## src/rtl/spi_uc_arbiter_if.sv

```systemverilog
// Bus between the SPI arbiter and its environment: requester handshake plus the
// SPI_MASTER_UC control/data lines. "master" is the arbiter view, "slave" the environment.
interface spi_uc_arbiter_if #(parameter int NREQ = 2);
   logic [NREQ-1:0]    REQ;
   logic [16*NREQ-1:0] REQ_DATA;
   logic [NREQ-1:0]    ACK;
   logic [NREQ-1:0]    ERR;
   logic [15:0]        RESP_DATA;
   logic               BUSY;
   logic               SPI_ENA;
   logic [15:0]        SPI_DATA_MOSI;
   logic               SPI_FIN;
   logic [15:0]        SPI_DATA_MISO;

   modport master (
      input  REQ, REQ_DATA, SPI_FIN, SPI_DATA_MISO,
      output ACK, ERR, RESP_DATA, BUSY, SPI_ENA, SPI_DATA_MOSI
   );

   modport slave (
      output REQ, REQ_DATA, SPI_FIN, SPI_DATA_MISO,
      input  ACK, ERR, RESP_DATA, BUSY, SPI_ENA, SPI_DATA_MOSI
   );
endinterface

```

## src/rtl/spi_uc_arbiter.sv

```systemverilog
// Round-robin arbiter and frame sequencer sharing one SPI_MASTER_UC between NREQ requesters,
// with MOSI setup before chip-select, a minimum CS-high gap and a transfer timeout.
//
// state | meaning
// IDLE  | waiting for any REQ; grant, latch owner and MOSI word
// LOAD  | ENA low, MOSI stable for SETUP_CYCLES
// XFER  | ENA high, wait for FIN rising edge or timeout
// DONE  | capture MISO, pulse ACK to owner
// GAP   | ENA low for at least GAP_CYCLES and until FIN reads low
module spi_uc_arbiter #(
   parameter int NREQ           = 2,
   parameter int SETUP_CYCLES   = 8,
   parameter int GAP_CYCLES     = 32,
   parameter int TIMEOUT_CYCLES = 1023
) (
   input  logic              SYS_CLK,
   input  logic              RST,
   spi_uc_arbiter_if.master  bus
);

   localparam int MAX_SG  = (SETUP_CYCLES > GAP_CYCLES) ? SETUP_CYCLES : GAP_CYCLES;
   localparam int CNT_MAX = (MAX_SG > TIMEOUT_CYCLES) ? MAX_SG : TIMEOUT_CYCLES;
   localparam int CW      = $clog2(CNT_MAX + 1);
   localparam int OW      = (NREQ > 1) ? $clog2(NREQ) : 1;

   typedef enum logic [2:0] {
      ST_IDLE,
      ST_LOAD,
      ST_XFER,
      ST_DONE,
      ST_GAP
   } state_t;

   state_t          state_q, state_d;
   logic [CW-1:0]   cnt_q, cnt_d;
   logic [OW-1:0]   owner_q, owner_d;
   logic [OW-1:0]   last_q, last_d;
   logic            fin_q, fin_d;
   logic            ena_q, ena_d;
   logic [15:0]     mosi_q, mosi_d;
   logic [15:0]     resp_q, resp_d;
   logic [NREQ-1:0] ack_q, ack_d;
   logic [NREQ-1:0] err_q, err_d;

   logic [15:0]     req_word [NREQ];

   for (genvar g = 0; g < NREQ; g++) begin : g_word
      assign req_word[g] = bus.REQ_DATA[16*g +: 16];
   end

   logic [OW-1:0]     ptr;
   logic [OW-1:0]     pick;
   logic [OW-1:0]     grant;
   logic [OW:0]       grant_sum;
   logic [2*NREQ-1:0] req_dbl;
   logic [NREQ-1:0]   req_rot;
   logic              req_any;

   // Rotate REQ so the requester after last owner sits at bit 0, then take the lowest set bit.
   always_comb begin
      ptr       = (last_q == OW'(NREQ - 1)) ? '0 : last_q + OW'(1);
      req_dbl   = {bus.REQ, bus.REQ};
      req_rot   = NREQ'(req_dbl >> ptr);
      pick      = '0;
      for (int k = NREQ - 1; k >= 0; k--) begin
         if (req_rot[k]) pick = OW'(k);
      end
      grant_sum = {1'b0, ptr} + {1'b0, pick};
      if (grant_sum >= (OW+1)'(NREQ)) grant_sum = grant_sum - (OW+1)'(NREQ);
      grant     = grant_sum[OW-1:0];
      req_any   = |bus.REQ;
   end

   always_comb begin
      state_d = state_q;
      cnt_d   = cnt_q;
      owner_d = owner_q;
      last_d  = last_q;
      fin_d   = bus.SPI_FIN;
      ena_d   = ena_q;
      mosi_d  = mosi_q;
      resp_d  = resp_q;
      ack_d   = '0;
      err_d   = '0;
      case (state_q)
         ST_IDLE: begin
            if (req_any) begin
               owner_d = grant;
               mosi_d  = req_word[grant];
               cnt_d   = CW'(SETUP_CYCLES - 1);
               state_d = ST_LOAD;
            end
         end
         ST_LOAD: begin
            if (cnt_q == '0) begin
               ena_d   = 1'b1;
               cnt_d   = CW'(TIMEOUT_CYCLES - 1);
               state_d = ST_XFER;
            end else begin
               cnt_d = cnt_q - 1'b1;
            end
         end
         ST_XFER: begin
            if (bus.SPI_FIN && !fin_q) begin
               state_d = ST_DONE;
            end else if (cnt_q == '0) begin
               // A timed-out owner still counts as served so it cannot starve the others.
               err_d[owner_q] = 1'b1;
               ena_d          = 1'b0;
               last_d         = owner_q;
               cnt_d          = CW'(GAP_CYCLES - 1);
               state_d        = ST_GAP;
            end else begin
               cnt_d = cnt_q - 1'b1;
            end
         end
         ST_DONE: begin
            resp_d         = bus.SPI_DATA_MISO;
            ack_d[owner_q] = 1'b1;
            ena_d          = 1'b0;
            last_d         = owner_q;
            cnt_d          = CW'(GAP_CYCLES - 1);
            state_d        = ST_GAP;
         end
         ST_GAP: begin
            if (cnt_q != '0) cnt_d = cnt_q - 1'b1;
            else if (!bus.SPI_FIN) state_d = ST_IDLE;
         end
         default: state_d = ST_IDLE;
      endcase
   end

   always_ff @(posedge SYS_CLK or posedge RST) begin
      if (RST) begin
         state_q <= ST_IDLE;
         cnt_q   <= '0;
         owner_q <= '0;
         last_q  <= OW'(NREQ - 1);
         fin_q   <= 1'b0;
         ena_q   <= 1'b0;
         mosi_q  <= '0;
         resp_q  <= '0;
         ack_q   <= '0;
         err_q   <= '0;
      end else begin
         state_q <= state_d;
         cnt_q   <= cnt_d;
         owner_q <= owner_d;
         last_q  <= last_d;
         fin_q   <= fin_d;
         ena_q   <= ena_d;
         mosi_q  <= mosi_d;
         resp_q  <= resp_d;
         ack_q   <= ack_d;
         err_q   <= err_d;
      end
   end

   assign bus.ACK           = ack_q;
   assign bus.ERR           = err_q;
   assign bus.RESP_DATA     = resp_q;
   assign bus.BUSY          = (state_q != ST_IDLE);
   assign bus.SPI_ENA       = ena_q;
   assign bus.SPI_DATA_MOSI = mosi_q;

endmodule

```

## src/flat_wrapper.sv

```systemverilog
// flat-port wrapper written by rule: the top's interface ports become plain ports
module spi_uc_arbiter_flat 
#(
   parameter int NREQ           = 2,
   parameter int SETUP_CYCLES   = 8,
   parameter int GAP_CYCLES     = 32,
   parameter int TIMEOUT_CYCLES = 1023
)
  (SYS_CLK, RST, bus_REQ, bus_REQ_DATA, bus_SPI_FIN, bus_SPI_DATA_MISO, bus_ACK, bus_ERR, bus_RESP_DATA, bus_BUSY, bus_SPI_ENA, bus_SPI_DATA_MOSI);
  spi_uc_arbiter_if #(.NREQ(NREQ)) bus_i ();
  input  logic SYS_CLK;
  input  logic RST;
  input wire logic [$bits(bus_i.REQ)-1:0] bus_REQ;
  input wire logic [$bits(bus_i.REQ_DATA)-1:0] bus_REQ_DATA;
  input wire logic [$bits(bus_i.SPI_FIN)-1:0] bus_SPI_FIN;
  input wire logic [$bits(bus_i.SPI_DATA_MISO)-1:0] bus_SPI_DATA_MISO;
  output wire logic [$bits(bus_i.ACK)-1:0] bus_ACK;
  output wire logic [$bits(bus_i.ERR)-1:0] bus_ERR;
  output wire logic [$bits(bus_i.RESP_DATA)-1:0] bus_RESP_DATA;
  output wire logic [$bits(bus_i.BUSY)-1:0] bus_BUSY;
  output wire logic [$bits(bus_i.SPI_ENA)-1:0] bus_SPI_ENA;
  output wire logic [$bits(bus_i.SPI_DATA_MOSI)-1:0] bus_SPI_DATA_MOSI;
  assign bus_i.REQ = bus_REQ;
  assign bus_i.REQ_DATA = bus_REQ_DATA;
  assign bus_i.SPI_FIN = bus_SPI_FIN;
  assign bus_i.SPI_DATA_MISO = bus_SPI_DATA_MISO;
  assign bus_ACK = bus_i.ACK;
  assign bus_ERR = bus_i.ERR;
  assign bus_RESP_DATA = bus_i.RESP_DATA;
  assign bus_BUSY = bus_i.BUSY;
  assign bus_SPI_ENA = bus_i.SPI_ENA;
  assign bus_SPI_DATA_MOSI = bus_i.SPI_DATA_MOSI;
  spi_uc_arbiter #(.NREQ(NREQ), .SETUP_CYCLES(SETUP_CYCLES), .GAP_CYCLES(GAP_CYCLES), .TIMEOUT_CYCLES(TIMEOUT_CYCLES)) u_core (.SYS_CLK(SYS_CLK), .RST(RST), .bus(bus_i));
endmodule
```

## config.mk

```make
export PLATFORM = sky130hd
export DESIGN_NAME = spi_uc_arbiter_flat
export DESIGN_NICKNAME = d
export VERILOG_FILES = /design/src/rtl/spi_uc_arbiter_if.sv /design/src/rtl/spi_uc_arbiter.sv /design/src/flat_wrapper.sv
export SDC_FILE = /design/constraint.sdc
export NUM_CORES = 1
export LEC_CHECK = 0
export BUFFER_PORTS_ARGS = -buffer_cell sky130_fd_sc_hd__buf_2
export CAP_MARGIN = 25
export CORE_AREA = 2 2 82 84
export CTS_CLUSTER_SIZE = 25
export DETAILED_ROUTE_END_ITERATION = 8
export DIE_AREA = 0 0 84 86
export GPL_ROUTABILITY_DRIVEN = 0
export GPL_TIMING_DRIVEN = 0
export PLACE_DENSITY = 0.74
export SLEW_MARGIN = 10
export SYNTH_ARGS = -nofsm -noshare
export SYNTH_HDL_FRONTEND = slang
export SYNTH_SLANG_ARGS = --single-unit
```

## constraint.sdc

```tcl
create_clock -name SYS_CLK -period 2.42 [get_ports SYS_CLK]
set_input_delay 0.242 -clock SYS_CLK [delete_from_list [all_inputs] [get_ports SYS_CLK]]
set_output_delay 0.242 -clock SYS_CLK [all_outputs]
set_load 0.05 [all_outputs]
```

==> key figures <==
Status
  • Status: finished clean

Synthesis
  • Post-synthesis instance total: 240
  • Mean Syn Cell Area: 10.7 µm²
  • Count leader, synth: dfrtp_1
  • Biggest area consumer among synthesized cells: dfrtp_1
  • Async S/R FF share, synth: 1.00
  • Top FF cell, synth: dfrtp_1
  • Synth top area cells: dfrtp_1, mux2_2, mux2i_1
  • Synth unique cells: 52
  • Mapped Nets: 294
  • Post-synth top cells: dfrtp_1, nand2_1, o21ai_0
  • Syn Std Cell Area: 2560 µm²
  • Seq/Total Area, Yosys: 0.519
  • Synth top area share: 0.509
  • Number of synthesized flops with an enable pin: 0
  • #FFs+latches synth: 53
  • Synth warnings: 0

Setup path
  • CP bufs+invs: 0
  • Reg2reg path depth: 5
  • Crit start category: flip-flop
  • Worst R2R End: u_core.last_q
  • Delay-heaviest family, CP: simple AND/OR/NAND/NOR gates
  • Worst-path fanout max: 9
  • CP startpoint: u_core.cnt_q[5]
  • CP arrival: 2.50 ns
  • Reg-to-reg slack, setup: 0.16 ns
  • Crit-path cells: or4_4 > nor4_4 > and2_4 > o21a_4 > mux2_4
  • Crit-path slowest cell: or4_4
  • Crit Path Category: flip-flop to flip-flop
  • Data required, critical path: 2.66 ns
  • R2r startpoint: u_core.cnt_q[5]
  • CP max stage delay: 0.58 ns
  • CP endpoint kind: flip-flop

Hold path
  • Worst min path class: input pin to flip-flop
  • Worst hold path startpoint: bus_SPI_FIN
  • WHS Endpoint: u_core.fin_q
  • Hold Path Cell Cnt: 1

Finish
  • Area Overhead vs Synth: 27.4%
  • ANT cells: 0
  • Nets@finish: 393
  • Area of the multi-input gates: 1140 µm²
  • Fill cells: 566
  • Register Area: 1330 µm²
  • Post-route design area: 3260 µm²
  • Ratio of cells with drive above 1 in the final layout: 0.409

STA
  • Slew margin rel.: 0.593
  • Fmax: 443 MHz
  • Worst hold slack: 0.100 ns
  • Clock Skew: 0.00661 ns
  • Fin crit share: 0.934
  • Final worst path period need: 2.26 ns
  • Fin. Hold Viols: 0
  • Worst-Margin Slew: 0.609 ns
  • Worst setup margin: 0.161 ns
  • Final setup viols: 0
  • RSZ-0062 raised after global routing: false
  • Setup TNS: 0 ns
  • Max-slew violations: 0

Job
  • Max-cap violation count: 0

CTS
  • Worst-skew pair later-pin latency: 0.30 ns
  • CTS max path bufs: 2
  • Clock transition at the registers of the reported paths: 0.09 ns
  • TritonCTS buffer count: 5
  • CTS H-tree depth: 2
  • Clock Sink Count: 53
  • Root buffer cell: clkbuf_8
  • Post-CTS setup buffer count: 0
  • CTS tree: done

Power
  • Leakage power total: 0.00160 µW
  • Pwr dens: 1420 nW/µm²
  • Total power: 4620 µW
  • VDD IR max: 0.939 mV

Die
  • Core area: 6280 µm²
  • I/O pin cnt: 91
  • Initial Util: 0.407
  • Die Ht: 86 µm
  • Die width: 84 µm
  • Cell row count: 29
  • Die ar.: 7220 µm²

Place
  • IO buf count: 90
  • Setup WS pre-CTS: -0.134 ns
  • Hpwl dp: 4290 µm
  • Dpl cell area: 3120 µm²

Detailed routing
  • DRT Pass-1 Iters: 7
  • Initial DRC count: 173
  • DR vias: 2,115
  • Antenna-violating nets left: 0
  • Drt wl/cell: 13.4 µm
  • DRC: 0
  • Final wirelength: 5590 µm
  • Vias/cell: 5.07

Global routing
  • Largest net degree at the start of global routing: 31
  • First-pass GRT wire length: 9570 µm
  • GR Layer Usage met3: 0.0491
  • Vias in the first global route: 2,112
  • Routing usage on met2: 0.279
  • Total gr overflow: 0
  • Initial antenna violation count: 0
  • M1 GR Usage: 0.201
  • GRT Util Overall: 0.164
  • Most crowded layer after global routing: met2
[worst max path at each step]
stage	to	cells past startpoint
6_report	u_core.last_q	5
2_1_floorplan	u_core.last_q	7
4_1_cts	u_core.cnt_q[7]	7
5_1_grt	u_core.cnt_q[9]	6
3_5_place_dp	u_core.cnt_q[7]	7
3_3_place_gp	u_core.cnt_q[7]	7
[state kept, by name, indices dropped and copies added, names as in the netlist]
| name | cells |
|---|---|
| u_core.bus.ACK | 2 |
| u_core.bus.ERR | 2 |
| u_core.bus.RESP_DATA | 16 |
| u_core.bus.SPI_DATA_MOSI | 16 |
| u_core.bus.SPI_ENA | 1 |
| u_core.cnt_q | 10 |
| u_core.fin_q | 1 |
| u_core.last_q | 1 |
| u_core.owner_q | 1 |
| u_core.state_q | 3 |
[layout by cell type (no fill, tap or decap), drive strengths merged, types with 2 or more instances in the layout]
| cell type | netlist | final |
|---|---|---|
| o2bb2ai | 3 | 3 |
| buf | 6 | 97 |
| o21a | 2 | 2 |
| nand2 | 27 | 27 |
| o21ai | 28 | 28 |
| nand2b | 2 | 2 |
| mux2 | 17 | 17 |
| clkbuf | 7 | 14 |
| inv | 8 | 8 |
| a21oi | 11 | 11 |
| a21boi | 2 | 2 |
| mux2i | 16 | 16 |
| or3 | 3 | 3 |
| nor2 | 14 | 14 |
| nor3 | 6 | 6 |
| a31oi | 2 | 2 |
| or2 | 2 | 2 |
| nor3b | 2 | 2 |
| a21o | 2 | 2 |
| o22ai | 2 | 2 |
| dfrtp | 52 | 52 |
| nor2b | 2 | 2 |
| or4 | 2 | 2 |
| and2 | 2 | 2 |
| and3 | 3 | 3 |
[stage by stage]
step / cells / util
after floorplan: 240 / -
after global placement: 407 / 0.495
after detailed placement: 408 / 0.498
after CTS: 417 / 0.518
after global routing: 417 / 0.519
final: 417 / 0.519
[what timing repair did]
item,CTS,global route
pin swaps,0,1
endpoints found under the hold margin,22,0
resized for setup,1,2
endpoints found under the setup margin,4,8
hold buffers,1,0
[area by class of cell]
| type | instances | area share |
|---|---|---|
| repair buffers | 92 | 0.147 |
| plain buffers | 13 | 0.0200 |
| clock inverters | 1 | 0.00921 |
| multi-input cells | 166 | 0.351 |
| inverters | 8 | 0.00921 |
| well taps | 77 | 0.0296 |
| clock buffers | 7 | 0.0265 |
| flip-flops and latches | 53 | 0.407 |
[routing by layer]
| metal | routed length [µm] | up-vias |
|---|---|---|
| met4 | 71 | 0 |
| li1 | - | 1045 |
| met2 | 2720 | 76 |
| met3 | 399 | 6 |
| met1 | 2400 | 988 |
| met5 | 0 | - |
[cell families (layout without fill, tap and decap cells)]
logic type,count (synthesis),count (layout),share of synthesized area
multiplexers,33,33,0.139
buffers and inverters,21,121,0.0372
AND/OR/NAND/NOR,70,70,0.141
XOR/XNOR,2,2,0.00685
flip-flops,53,53,0.519
adder cells (fa/ha/maj),2,2,0.00881
AO/OA/AOI/OAI,59,59,0.148
[power breakdown]
part	internal, µW	total (µW)	switching (µW)
clock	338	620	283
combinational	748	2510	1760
sequential	1260	1490	228
total	2350	4620	2270
Power figures use the tool's default switching activity.
